[config.mk]
export PLATFORM = sky130hd
export DESIGN_NAME = uart_tx
export DESIGN_NICKNAME = d
export VERILOG_FILES = /design/src/rtl/uart_tx_pkg.sv /design/src/rtl/uart_tx_rise_detect.sv /design/src/rtl/uart_tx.sv
export SDC_FILE = /design/constraint.sdc
export NUM_CORES = 1
export LEC_CHECK = 0
export BUFFER_PORTS_ARGS = -buffer_cell sky130_fd_sc_hd__buf_4
export CAP_MARGIN = 20
export CORE_MARGIN = 3
export CORE_UTILIZATION = 47
export DETAILED_ROUTE_END_ITERATION = 6
export PLACE_DENSITY = 0.72
export SYNTH_ARGS = -nofsm -noshare
export SYNTH_HDL_FRONTEND = slang
export SYNTH_SLANG_ARGS = --single-unit
[constraint.sdc]
create_clock -name clk -period 1.6 [get_ports clk]
set_clock_uncertainty 0.1 [all_clocks]
set_input_delay 0.24 -clock clk [delete_from_list [all_inputs] [get_ports clk]]
set_output_delay 0.24 -clock clk [all_outputs]
set_load 0.05 [all_outputs]
[src/rtl/uart_tx_pkg.sv]
// Shared UART constants: FSM state encodings reused by the transmitter and the future receiver.
package uart_tx_pkg;

  localparam logic [2:0] UART_ST_IDLE  = 3'd0;
  localparam logic [2:0] UART_ST_ARMED = 3'd1;
  localparam logic [2:0] UART_ST_START = 3'd2;
  localparam logic [2:0] UART_ST_DATA  = 3'd3;
  localparam logic [2:0] UART_ST_STOP  = 3'd4;

  typedef enum logic [2:0] {
    ST_IDLE  = UART_ST_IDLE,
    ST_ARMED = UART_ST_ARMED,
    ST_START = UART_ST_START,
    ST_DATA  = UART_ST_DATA,
    ST_STOP  = UART_ST_STOP
  } tx_state_e;

endpackage

[src/rtl/uart_tx_rise_detect.sv]
// Rising-edge detector: one-clk pulse per low-to-high transition of level_i.
// The history register tracks the input even through reset, so a level that is
// already high when reset releases never produces a pulse.
module rise_detect (
  input  logic clk,
  input  logic level_i,
  output logic pulse_o
);

  logic level_q;

  always_ff @(posedge clk) begin
    level_q <= level_i;
  end

  assign pulse_o = level_i & ~level_q;

endmodule

[src/rtl/uart_tx.sv]
// UART transmitter: accepts a word in IDLE, then sends start, LSB-first data and
// stop bits, each lasting one baud interval (one rising edge of baud_in).
module uart_tx
  import uart_tx_pkg::*;
#(
  parameter int DATA_BITS = 8,
  parameter int STOP_BITS = 1
) (
  input  logic                 clk,
  input  logic                 rst,
  input  logic                 baud_in,
  input  logic [DATA_BITS-1:0] tx_data,
  input  logic                 tx_valid,
  output logic                 tx_ready,
  output logic                 tx,
  output logic                 busy
);

  localparam int CW = $clog2(DATA_BITS);
  localparam logic [CW-1:0] LAST_BIT  = CW'(DATA_BITS - 1);
  localparam logic          LAST_STOP = 1'(STOP_BITS - 1);

  tx_state_e            state_q, state_d;
  logic                 tx_q, tx_d;
  logic [DATA_BITS-1:0] shreg_q, shreg_d;
  logic [CW-1:0]        bit_cnt_q, bit_cnt_d;
  logic                 stop_cnt_q, stop_cnt_d;
  logic                 tick;

  rise_detect u_baud_rise (
    .clk     (clk),
    .level_i (baud_in),
    .pulse_o (tick)
  );

  always_ff @(posedge clk) begin
    if (rst) begin
      state_q    <= ST_IDLE;
      tx_q       <= 1'b1;
      shreg_q    <= '0;
      bit_cnt_q  <= '0;
      stop_cnt_q <= 1'b0;
    end else begin
      state_q    <= state_d;
      tx_q       <= tx_d;
      shreg_q    <= shreg_d;
      bit_cnt_q  <= bit_cnt_d;
      stop_cnt_q <= stop_cnt_d;
    end
  end

  always_comb begin
    state_d    = state_q;
    tx_d       = tx_q;
    shreg_d    = shreg_q;
    bit_cnt_d  = bit_cnt_q;
    stop_cnt_d = stop_cnt_q;
    unique case (state_q)
      ST_IDLE: begin
        tx_d = 1'b1;
        // A tick on the acceptance edge is deliberately ignored: ARMED waits for the next one.
        if (tx_valid) begin
          shreg_d = tx_data;
          state_d = ST_ARMED;
        end
      end
      ST_ARMED: begin
        if (tick) begin
          tx_d    = 1'b0;
          state_d = ST_START;
        end
      end
      ST_START: begin
        if (tick) begin
          tx_d      = shreg_q[0];
          shreg_d   = shreg_q >> 1;
          bit_cnt_d = '0;
          state_d   = ST_DATA;
        end
      end
      ST_DATA: begin
        if (tick) begin
          if (bit_cnt_q == LAST_BIT) begin
            tx_d       = 1'b1;
            stop_cnt_d = 1'b0;
            state_d    = ST_STOP;
          end else begin
            tx_d      = shreg_q[0];
            shreg_d   = shreg_q >> 1;
            bit_cnt_d = bit_cnt_q + 1'b1;
          end
        end
      end
      ST_STOP: begin
        tx_d = 1'b1;
        if (tick) begin
          if (stop_cnt_q == LAST_STOP) state_d = ST_IDLE;
          else                         stop_cnt_d = stop_cnt_q + 1'b1;
        end
      end
      default: state_d = ST_IDLE;
    endcase
  end

  assign tx_ready = (state_q == ST_IDLE);
  assign busy     = ~tx_ready;
  assign tx       = tx_q;

endmodule

==> metrics.txt <==
Remaining DRCs=0; leftover overflow at the end of global routing=0; fraction of synthesis flops using an asynchronous set or reset pin=0%; required time of the worst setup path=around 1.3 ns; flip-flop and latch count after synthesis=16; startpoint of the worst setup timing path=state_q[0]; number of setup violations in the final report=0; gate count after technology mapping=86; kind of start point of the critical path=flop; startpoint of the most critical register-to-register path=bit_cnt_q[0]; number of antenna-violating nets in the routed design=0; largest net degree at the start of global routing=17; cell with the most instances after synthesis=sky130_fd_sc_hd__dfxtp_1; mean routed wirelength per cell=15.1 um; GRT Util Overall=between 10% and 20%; first-pass GRT wire length=approximately 3200 um; delay contributed by the slowest stage of the critical path=slightly below 0.4 ns; initial core utilization=52.7%; Site Rows=14; startpoint-to-endpoint class of the critical path=flop to output port; vias in the first global route=about 750; final cell area excluding filler cells=1110 um^2; number of optimization iterations in the first detailed-route pass=5; class of the worst hold path=primary input to flop; worst setup slack before clock tree synthesis=-0.0560 ns; floorplan die area=2330 um^2; ports placed on the boundary=15; height of the die=between 40 and 50 um; average vias per placed instance=between 5 and 6; kind of capture point of the worst setup path=output port; Critical Path End=tx_ready; Layout fillers=about 130; post-layout minimum cycle time=1.59 ns; Worst Slack Setup Final=0.0118 ns; post-synthesis instance area=between 800 and 900 um^2; largest area contributor in the netlist=sky130_fd_sc_hd__dfxtp_1; static leakage=roughly 0.46 nW; critical-path cell list=or3_4 -> clkinvlp_4 -> buf_8; maximum vdd drop=0.000612 V; arrival time at the worst endpoint=roughly 1.3 ns; largest cells by area after synthesis=sky130_fd_sc_hd__dfxtp_1 (38%), sky130_fd_sc_hd__a211oi_1 (13%), sky130_fd_sc_hd__mux2i_1 (8.3%); synthesized netlist net count=100; cell types with the highest counts after synthesis=sky130_fd_sc_hd__dfxtp_1 (16), sky130_fd_sc_hd__a211oi_1 (15), sky130_fd_sc_hd__mux2i_1 (7), sky130_fd_sc_hd__o21ai_0 (7), sky130_fd_sc_hd__a21oi_1 (4); CTS clock-pin slew for the worst setup and hold paths=about 0.11 ns; Critical-path top delay cell=sky130_fd_sc_hd__or3_4; final wirelength=1980 um; unrepaired setup endpoints after global routing=true; critical register-to-register path endpoint=state_q[2]; half-perimeter wire length after detailed placement=around 1300 um; clock tree from TritonCTS=yes; Skew-Pair Late Insertion Delay=about 0.30 ns; cts bufs inserted=3; antenna cells=0; slew of the pin with the lowest slew margin=~0.42 ns; peak clock frequency supported by timing=approximately 630 MHz; Via Count=roughly 770; number of max-capacitance violations reported=0; run status=finished, final reports clean; Final nets=122; minimum setup slack among reg-to-reg paths=0.04 ns; number of endpoints with negative hold slack in the final report=0; leading register cell type out of synthesis=sky130_fd_sc_hd__dfxtp_1; FF-to-FF path depth=5; number of enable flip-flop cells after synthesis=0; Power per Cell Area=about 830 nW/um^2; routability congestion estimate=about 0.73; category of cells accounting for the largest share of critical-path delay=simple AND/OR/NAND/NOR gates; count of cell types in the netlist=32; Critical Path Stages=3; worst max-slew margin expressed relative to the limit=72.1%; number of levels in the clock H-tree=1; post-synthesis sequential area ratio=a little under two fifths; sum of internal, switching and leakage power=slightly above 0.9 mW; Root Buffer Master=sky130_fd_sc_hd__clkbuf_4; number of input and output port buffers inserted=14; layout cells sized above 1=40.2%; Floorplan Core Area=between 1500 and 2000 um^2; highest fanout seen on the critical path=2; Sinks on Clock Net=16; footprint of the flip-flops and latches=approximately 330 um^2; DIE WIDTH=about 48 um; antenna violations before repair=0; Max Buffers Root-to-Sink=2; post-route fraction of the period consumed by the critical path=99.3%; fraction of synthesized cell area taken by the top area cell type=38.2%; WP buf/inv=2; footprint of the multi-input gates=around 500 um^2; Initial DRC Count=11; max-slew violations=0; Placed Instance Area=967 um^2; Yosys Warn Count=0; average cell area after synthesis=9.76 um^2; Syn-to-layout area delta=31.9%; tightest hold margin=0.113 ns
==> sequential cells by signal (all words and copies together), names as in the netlist <==
signal               cells
shreg_q                  8
u_baud_rise.level_q      1
bit_cnt_q                3
state_q                  3
tx                       1
==> where the power goes <==
part	switching, mW	internal (mW)	leakage [nW]	total, mW
clock	0.144	0.139	0.0210	0.282
sequential	0.0172	0.422	0.135	0.439
combinational	0.105	0.0966	0.305	0.201
total	0.266	0.657	0.461	0.923
==> cell families after synthesis <==
kind of cell	count (synthesis)	share of synthesized area (%)
muxes	7	8.35
adders and majority gates	2	2.98
and+or+nand+nor	21	19.5
buffers and inverters	9	6.26
AOI/OAI and AO/OA	31	24.7
DFF	16	38.2
==> placed cells by master, fill, tap and decap left out, types with 2 or more instances in the layout <==
master,synthesis,routed
sky130_fd_sc_hd__dfxtp_4,0,3
sky130_fd_sc_hd__nand4_1,2,2
sky130_fd_sc_hd__dfxtp_2,0,2
sky130_fd_sc_hd__buf_4,0,21
sky130_fd_sc_hd__a21oi_1,4,4
sky130_fd_sc_hd__mux2i_1,7,7
sky130_fd_sc_hd__nand4b_1,2,2
sky130_fd_sc_hd__o21ai_0,7,7
sky130_fd_sc_hd__a211oi_2,0,4
sky130_fd_sc_hd__nor2_1,3,3
sky130_fd_sc_hd__dfxtp_1,16,11
sky130_fd_sc_hd__nand2b_1,2,2
sky130_fd_sc_hd__clkbuf_4,0,3
sky130_fd_sc_hd__a211oi_1,15,11
==> final cells by class <==
class	instances	area share [%]
clock buffers	4	3.28
flip-flops and latches	16	30.2
inverters	2	1.02
repair buffers	24	17.5
multi-input cells	61	45.3
well taps	24	2.71
==> layer usage <==
layer / up-vias / share of wire [%] / global-route usage (%)
met5: - / 0 / 0
met4: 0 / 1.5 / 6.45
met3: 6 / 2.8 / 2.21
met2: 21 / 48 / 31.8
met1: 365 / 47 / 25.2
li1: 379 / - / -
==> metrics by stage <==
stage / utilization [%] / setup TNS [ns] / std cells
finish: 69.5 / 0 / 131
CTS: 66.5 / -0.0529 / 130
global route: 69.5 / -0.0708 / 131
floorplan: - / 0 / 86
detailed placement: 60.7 / -0.0970 / 121
global placement: 60.7 / 0 / 121
==> worst register-to-register path, delay by kind of cell, from the launching register on <==
kind / cells / cell delay, ns
fa+ha+maj: 2 / 0.34
compound gates: 1 / 0.13
simple gates: 2 / 0.58
flops: 1 / 0.34
==> worst min path at each step <==
stage	cells past startpoint	to	start	slack [ns]
final	3	shreg_q[7]	tx_data[7]	0.11
after CTS	3	shreg_q[7]	tx_data[7]	0.12
after global placement	1	u_baud_rise.level_q	baud_in	0.28
after detailed placement	1	u_baud_rise.level_q	baud_in	0.29
after floorplan	0	u_baud_rise.level_q	baud_in	0.17
after global routing	2	bit_cnt_q[0]	rst	0.14
==> timing repair <==
| action | 4_1_cts | 5_1_grt |
|---|---|---|
| gates resized for setup | 7 | 11 |
| pin swaps | 1 | 3 |
| endpoints found under the setup margin | 6 | 11 |
| setup buffers | 5 | 1 |
| endpoints found under the hold margin | 1 | 0 |
| hold buffers | 1 | 0 |
No activity file was read; power rests on OpenSTA's default activity.
